===== src/rtl/lcd_cmd_arbiter.sv =====
// ---------------------------------------------------------------------------
// lcd_cmd_arbiter
//
// Shares one LCD controller among NREQ command sources. Pending requests are
// arbitrated round-robin. Each winner is issued as a one-cycle lcd_enable
// strobe together with its {rs, rw, data[7:0]} word on lcd_bus. The arbiter
// then waits for the controller to acknowledge with lcd_busy and enforces a
// minimum hold-off before the next command may be launched.
//
// Ports:
//   clk         system clock, rising edge
//   rst_n       asynchronous active-low reset
//   req         per-source request level, held until the matching gnt
//   cmd         per-source command word, source i at [10i+9:10i]
//   gnt         one-hot pulse: command of that source accepted
//   done        one-hot pulse: command of that source completed or timed out
//   lcd_busy    busy flag from the LCD controller
//   lcd_enable  one-cycle command strobe to the LCD controller
//   lcd_bus     registered command word to the LCD controller
//   arb_busy    high whenever the arbiter is not idle
//   ack_err     sticky flag: an issued command never saw lcd_busy rise
//   err_clr     synchronous clear of ack_err
// ---------------------------------------------------------------------------
module lcd_cmd_arbiter #(
   parameter int NREQ        = 4,
   parameter int HOLDOFF     = 9000,
   parameter int ACK_TIMEOUT = 64
) (
   input  logic               clk,
   input  logic               rst_n,
   input  logic [NREQ-1:0]    req,
   input  logic [10*NREQ-1:0] cmd,
   output logic [NREQ-1:0]    gnt,
   output logic [NREQ-1:0]    done,
   input  logic               lcd_busy,
   output logic               lcd_enable,
   output logic [9:0]         lcd_bus,
   output logic               arb_busy,
   output logic               ack_err,
   input  logic               err_clr
);

   localparam int CMAX = (HOLDOFF > ACK_TIMEOUT) ? HOLDOFF : ACK_TIMEOUT;
   localparam int CW   = $clog2(CMAX) + 1;
   localparam int PW   = $clog2(NREQ);

   localparam logic [CW-1:0] HOLD_LAST = CW'(HOLDOFF - 1);
   localparam logic [CW-1:0] ACK_LAST  = CW'(ACK_TIMEOUT - 1);
   localparam logic [PW-1:0] LAST_SRC  = PW'(NREQ - 1);
   localparam logic [PW:0]   NREQ_W    = (PW+1)'(NREQ);

   typedef enum logic [1:0] {
      IDLE     = 2'd0,
      WAIT_ACK = 2'd1,
      HOLD     = 2'd2
   } state_t;

   state_t          state, state_n;
   logic [PW-1:0]   ptr, ptr_n;
   logic [PW-1:0]   win, win_n;
   logic [CW-1:0]   cnt, cnt_n;
   logic [NREQ-1:0] gnt_n, done_n;
   logic            en_n;
   logic [9:0]      bus_n;
   logic            err_n;

   logic [PW-1:0]   pick;
   logic            found;
   logic [PW:0]     idx_w;
   logic [PW-1:0]   win_inc;
   logic [9:0]      cmd_arr [NREQ];

   // Unpack the flat command bus so the winner's word can be selected by index
   for (genvar i = 0; i < NREQ; i++) begin : g_cmd
      assign cmd_arr[i] = cmd[10*i +: 10];
   end

   // Round-robin scan: first asserted request at or above ptr, wrapping at NREQ.
   // The sum ptr+k is kept one bit wider so the wrap compare cannot overflow.
   always_comb begin
      found = 1'b0;
      pick  = '0;
      idx_w = '0;
      for (int k = 0; k < NREQ; k++) begin
         idx_w = {1'b0, ptr} + (PW+1)'(k);
         if (idx_w >= NREQ_W) begin
            idx_w = idx_w - NREQ_W;
         end
         if (!found && req[idx_w[PW-1:0]]) begin
            found = 1'b1;
            pick  = idx_w[PW-1:0];
         end
      end
   end

   // After a command finishes the pointer moves just past its source, so that
   // source has lowest priority in the next round.
   assign win_inc = (win == LAST_SRC) ? '0 : win + 1'b1;

   assign arb_busy = (state != IDLE);

   // Next-state and next-output logic. Every output is registered, so this
   // block computes the values loaded on the coming edge.
   always_comb begin
      state_n = state;
      ptr_n   = ptr;
      win_n   = win;
      cnt_n   = cnt;
      gnt_n   = '0;
      done_n  = '0;
      en_n    = 1'b0;
      bus_n   = lcd_bus;
      err_n   = err_clr ? 1'b0 : ack_err;

      case (state)
         IDLE: begin
            if (!lcd_busy && found) begin
               bus_n       = cmd_arr[pick];
               en_n        = 1'b1;
               gnt_n[pick] = 1'b1;
               win_n       = pick;
               cnt_n       = '0;
               state_n     = WAIT_ACK;
            end
         end

         WAIT_ACK: begin
            if (lcd_busy) begin
               cnt_n   = '0;
               state_n = HOLD;
            end else if (cnt == ACK_LAST) begin
               // A timeout setting the flag takes precedence over err_clr
               err_n       = 1'b1;
               done_n[win] = 1'b1;
               ptr_n       = win_inc;
               state_n     = IDLE;
            end else begin
               cnt_n = cnt + 1'b1;
            end
         end

         HOLD: begin
            // Counter saturates at the last hold-off cycle; release waits for
            // both the hold-off and the controller going idle.
            if (cnt == HOLD_LAST) begin
               if (!lcd_busy) begin
                  done_n[win] = 1'b1;
                  ptr_n       = win_inc;
                  state_n     = IDLE;
               end
            end else begin
               cnt_n = cnt + 1'b1;
            end
         end

         default: begin
            state_n = IDLE;
         end
      endcase
   end

   // State and output registers; reset aborts any command in flight
   always_ff @(posedge clk or negedge rst_n) begin
      if (!rst_n) begin
         state      <= IDLE;
         ptr        <= '0;
         win        <= '0;
         cnt        <= '0;
         gnt        <= '0;
         done       <= '0;
         lcd_enable <= 1'b0;
         lcd_bus    <= '0;
         ack_err    <= 1'b0;
      end else begin
         state      <= state_n;
         ptr        <= ptr_n;
         win        <= win_n;
         cnt        <= cnt_n;
         gnt        <= gnt_n;
         done       <= done_n;
         lcd_enable <= en_n;
         lcd_bus    <= bus_n;
         ack_err    <= err_n;
      end
   end

endmodule


===== config.mk =====
export PLATFORM = sky130hd
export DESIGN_NAME = lcd_cmd_arbiter
export DESIGN_NICKNAME = d
export VERILOG_FILES = /design/src/rtl/lcd_cmd_arbiter.sv
export SDC_FILE = /design/constraint.sdc
export NUM_CORES = 1
export LEC_CHECK = 0
export CORE_MARGIN = 1.5
export CORE_UTILIZATION = 29
export DETAILED_ROUTE_END_ITERATION = 8
export GPL_ROUTABILITY_DRIVEN = 0
export GPL_TIMING_DRIVEN = 0
export SYNTH_ARGS = -nofsm -noshare
export SYNTH_HDL_FRONTEND = slang
export SYNTH_SLANG_ARGS = --single-unit

===== constraint.sdc =====
create_clock -name clk -period 2.4 [get_ports clk]
set_input_delay 0.6 -clock clk [delete_from_list [all_inputs] [get_ports clk]]
set_output_delay 0.6 -clock clk [all_outputs]
set_load 0.01 [all_outputs]

Word-level counts from Yosys, hierarchy flattened. Cells that the tools add are included.

Word-level logic and storage cells: 120. Bits of input ports: 48. Bits in registers: 41. Output and inout bits: 21.

Magnitude comparators: 13. Equality and inequality tests: 13. Mux-type cells: 57. Reductions and logical operators: 18. Bitwise gates (word level): 1. Add/subtract/negate cells: 9.

Operator list (number): $mux W15 (4); $pmux W15 S3 (1); $mux W2 (18); $mux W4 (6); $bmux W10 S2 (1); $mux W10 (2); $lt A2 B3 Y1 const B (6); $mux W1 (16); $add A15 B1 Y15 const B (1); $eq A15 B14 Y1 const B (1); $eq A15 B6 Y1 const B (1); $ge A3 B3 Y1 const B (4); $ne A2 B2 Y1 const B (6); $bmux W1 S2 (4); $pmux W4 S2 (1); $reduce_and A4 Y1 (2); $sub A2 B1 Y2 const B (4); $add A2 B2 Y3 const B (2); $logic_and A1 B1 Y1 (6); $ne A3 B3 Y1 const B (2); $pmux W2 S3 (1); $reduce_and A5 Y1 (1); $demux W1 S2 (2); $eq A2 B2 Y1 const B (2); 12 further kinds (17).

Depth between registers and ports, before layout.
Word-level depth: 20. Depth in mapped cells: 10. Depth with buffers taken out: 8.

Worst setup path after synthesis. Ideal clock, no wire load.

Kind: input port to flip-flop. Start point: in req[2]. End point: reg lcd_bus[0]. Buffers on the path: 0. Arrival time: 1.902 ns. Required time: 2.274 ns. Stages on the path: 5. Setup time: 0.126 ns. Slack: 0.372 ns. Cell sequence: mux2i_1 -> o22ai_1 -> nor2_2 -> mux2_2 -> a221o_1.

Cells in the longest elaborated chain, start to end: 16. Elaborated cells between the ends (all ways): 28. Those cells by class: 19 x mux; 1 x bitwise; 8 x reduce/logical.

RTL lines: from (decl) (RTL line 31) `input logic [NREQ-1:0] req,`; $bmux W1 S2 (RTL line 89) `if (!found && req[idx_w[PW-1:0]]) begin`; $mux W1 (not written as such) (RTL line 89); $mux W1 (RTL line 89); $logic_not A1 Y1 (RTL line 89); $logic_and A1 B1 Y1 (RTL line 89); $mux W1 (RTL line 89); $logic_not A1 Y1 (RTL line 89); $logic_and A1 B1 Y1 (RTL line 89); $mux W1 (RTL line 89); $logic_not A1 Y1 (RTL line 89); $logic_and A1 B1 Y1 (RTL line 89); $mux W2 (RTL line 89); $not A2 Y3 (not written as such) (RTL line 118) `bus_n = cmd_arr[pick];`; $bmux W10 S2 (RTL line 118); $mux W10 (not written as such) (2 in a row) (RTL line 118); to (signal assigned) (RTL line 182) `lcd_bus <= bus_n;`; to (decl) (RTL line 37) `output logic [9:0] lcd_bus,`.

Parallel ways exist; a longest one is shown, timed or not. The select of a mux whose other input is x is not followed. A chain may end at the register's enable or synchronous reset.

Final worst setup path.
Start point: reg state[0]. End point: out arb_busy.

Cells in the longest elaborated chain, start to end: 1.

RTL lines: from (decl) (RTL line 58) `state_t state, state_n;`; from (signal assigned) (RTL line 175) `state <= state_n;`; $reduce_bool A2 Y1 (RTL line 100) `assign arb_busy = (state != IDLE);`; to (decl) (RTL line 38) `output logic arb_busy,`.

Every way passes these cells.

==> impl_results.md <==
- Status: finished clean
- Die X: 95.78 um
- DP Worst Slack: -528.3 ps
- Cells after Synth: 259
- Pre-antenna DRT Iters: 4
- CTS tree: built
- Kind of critical path: reg2out
- Largest net degree at the start of global routing: 26
- Kind of start point of the critical path: flip-flop
- Internal power: 1.672 mW
- Crit path capture type: output port
- Post-DP Area: between 3000 and 4000 um^2
- Slew Limit Fails: 0
- Cts bufs inserted: 5
- Yosys top cell by area: dfrtp_1
- Synth Net Count: 316
- Most frequent cells in the layout: clkdlybuf4s50_1, dfrtp_1, nand3_1
- Fin. Hold Viols: 0
- Final antenna-violating net count: 0
- DRC: 0
- P&R area growth vs syn: 40.15%
- I/O Buffers: a little under 70
- Clock Path Buffers: 2
- Synth top area cells: dfrtp_1, ha_1, mux2_2
- Worst Path Max Fanout: 3
- CP arrival: 1670 ps
- Gate power share: 41.9%
- Max_cap viols: 0
- RSZ-0062 raised after global routing: false
- Mean Syn Cell Area: between 9 and 10 um^2
- Die ar.: 9173 um^2
- Final setup violation count: 0
- NumNets Final: 392
- Initial Utilization: a little under a third
- Max Clock Skew: 8.126 ps
- EDFF count, synth: 0
- Grt total ovfl: 0
- Vias: 2319
- Slew @ Worst Pin: 712.2 ps
- Sequential share of the synthesized area: 41.10%
- Switch share: 34.21%
- Fill cells: 822
- Final core occ: 42.36%
- Worst path required time: 1800 ps
- Setup_tns: 0 ps
- Wirelength per Cell: 15.03 um
- Die height: 95.78 um
- Layout cells sized above 1: 14.88%
- Post-Route WL: 6.629 mm
- H-tree Lvls: 2
- Pleak: 1.503 nW
- Minimum clock period: around 2300 ps
- Iteration-0 DRC Markers: 79
- Slew headroom: 52.08%
- Switch Pwr: 869.4 uW
- Peak Freq: 0.4404 GHz
- DP HPWL: 4.905 mm
- Vias/cell: roughly 5.3
- Global-route wire length before repair: 10.97 mm
- Maximum vdd ir drop: 0.0002275 V
- Gr usage total: 15.24%
- Root Driver: clkbuf_8
- Hold Crit Class: in2async
- Overall power: 2.542 mW
- Register Area: roughly 1000 um^2
- Post-synth cell types: 45
- Area of the multi-input gates: between 1000 and 1500 um^2
- Skew-Pair Late Insertion Delay: 300 ps
- I/O pin count: 69
- Fin crit share: a little over nine tenths
- Fin worst setup slack: around 130 ps
- Sink Count: 41
- Design area: ~3500 um^2
- Core area: 8258 um^2
- Initial antenna violation count: 0
- Flip-flop and latch count after synthesis: 41
- Synth top area share: 41.10%
- Hold-fix buffers, CTS: 0
- Main synth FF type: dfrtp_1
- Post-synthesis async set-or-reset flop share: 100.0%
- Commonest non-fill, non-tap cell in the layout: clkdlybuf4s50_1
- Cell Area, Synth: 2496 um^2
- Clock Power Share: 22.2%
- P per Cell Area: roughly 730 nW/um^2
- # diodes: 0
- Row count: 33
- YS warnings: 0
- Number of global-route vias before repair: 2297
- Clock transition at the registers of the reported paths: ~90 ps
- Sequential share of power: 35.8%
-- cells in the mapped netlist (7+ instances only) --
cell,instances
o31ai_2,7
o21ai_0,19
mux2_2,10
dfrtp_1,41
nand3_1,19
a221o_1,10
nand2_1,9
buf_2,7
ha_1,9
o31ai_1,10
a21oi_1,15
nor2_1,14
inv_1,12
-- registers in the layout, indices dropped and copies added, names as in the netlist --
name,count
done,4
ack_err,1
gnt,4
state,2
lcd_enable,1
ptr,2
win,2
cnt,15
lcd_bus,10
-- critical path: stages, from the launching register on --
cell and delay, ps:
dfrtp_1 390, inv_1 90, ha_1 240, inv_1 120, clkdlybuf4s50_1 550
-- per-stage QoR --
step | hold WS, ps | cells
finish | 224.8 | 441
global route | 273.2 | 441
CTS | 238.4 | 440
detailed placement | 502.8 | 433
global placement | 497.2 | 432
floorplan | 304.4 | 259
-- kinds of logic after synthesis --
| logic type | Yosys count | synth area share, % |
|---|---|---|
| AO/OA/AOI/OAI | 88 | 25.21 |
| adder cells (fa/ha/maj) | 9 | 4.511 |
| buffers and inverters | 30 | 5.764 |
| flip-flops | 41 | 41.10 |
| multiplexers | 14 | 6.216 |
| AND/OR/NAND/NOR | 77 | 17.19 |
-- what timing repair did --
item	in CTS	in global routing
pin swaps	0	1
setup endpoints to repair	24	22
gates resized for setup	4	12
setup buffers	0	1
-- path summary, 6_finish.rpt --
check / start / endpoint / cells after the start / slack (ps)
max reg2reg: cnt[4]$_DFFE_PN0P_ / ptr[0]$_DFFE_PN0P_ / 6 / 190
max: state[0]$_DFFE_PN0P_ / arb_busy / 4 / 130
max in group asynchronous: rst_n / done[1]$_DFF_PN0_ / 2 / 1700
min reg2reg: cnt[14]$_DFFE_PN0P_ / cnt[14]$_DFFE_PN0P_ / 1 / 520
min in group clk: cnt[14]$_DFFE_PN0P_ / cnt[14]$_DFFE_PN0P_ / 1 / 520
min: rst_n / lcd_bus[6]$_DFFE_PN0P_ / 1 / 220
-- power by group through the flow --
stage               registers [mW]  logic [mW]  clock network (mW)
floorplan                    0.945       0.564                   0
detailed placement           0.918        1.05                   0
global placement             0.920        1.03                   0
finish                       0.911        1.07               0.565
CTS                          0.911        1.05               0.580
global route                 0.931        1.17               0.609
-- area by class of cell --
| type | count | share of cell area, % |
|---|---|---|
| repair buffers | 70 | 20.82 |
| multi-input cells | 188 | 38.77 |
| inverters | 12 | 1.288 |
| well taps | 105 | 3.755 |
| clock buffers | 6 | 2.074 |
| clock inverters | 2 | 1.109 |
| plain buffers | 17 | 2.861 |
| flip-flops and latches | 41 | 29.33 |
-- routing by layer --
layer | part of all wire [%] | global-route usage, % | vias up
met3 | 5.3 | 3.555 | 6
met2 | 49 | 25.41 | 70
met1 | 45 | 19.94 | 1121
met4 | 0.86 | 3.554 | 0
li1 | - | - | 1122
met5 | 0 | 0 | -
(Power assumes the default switching activity.)
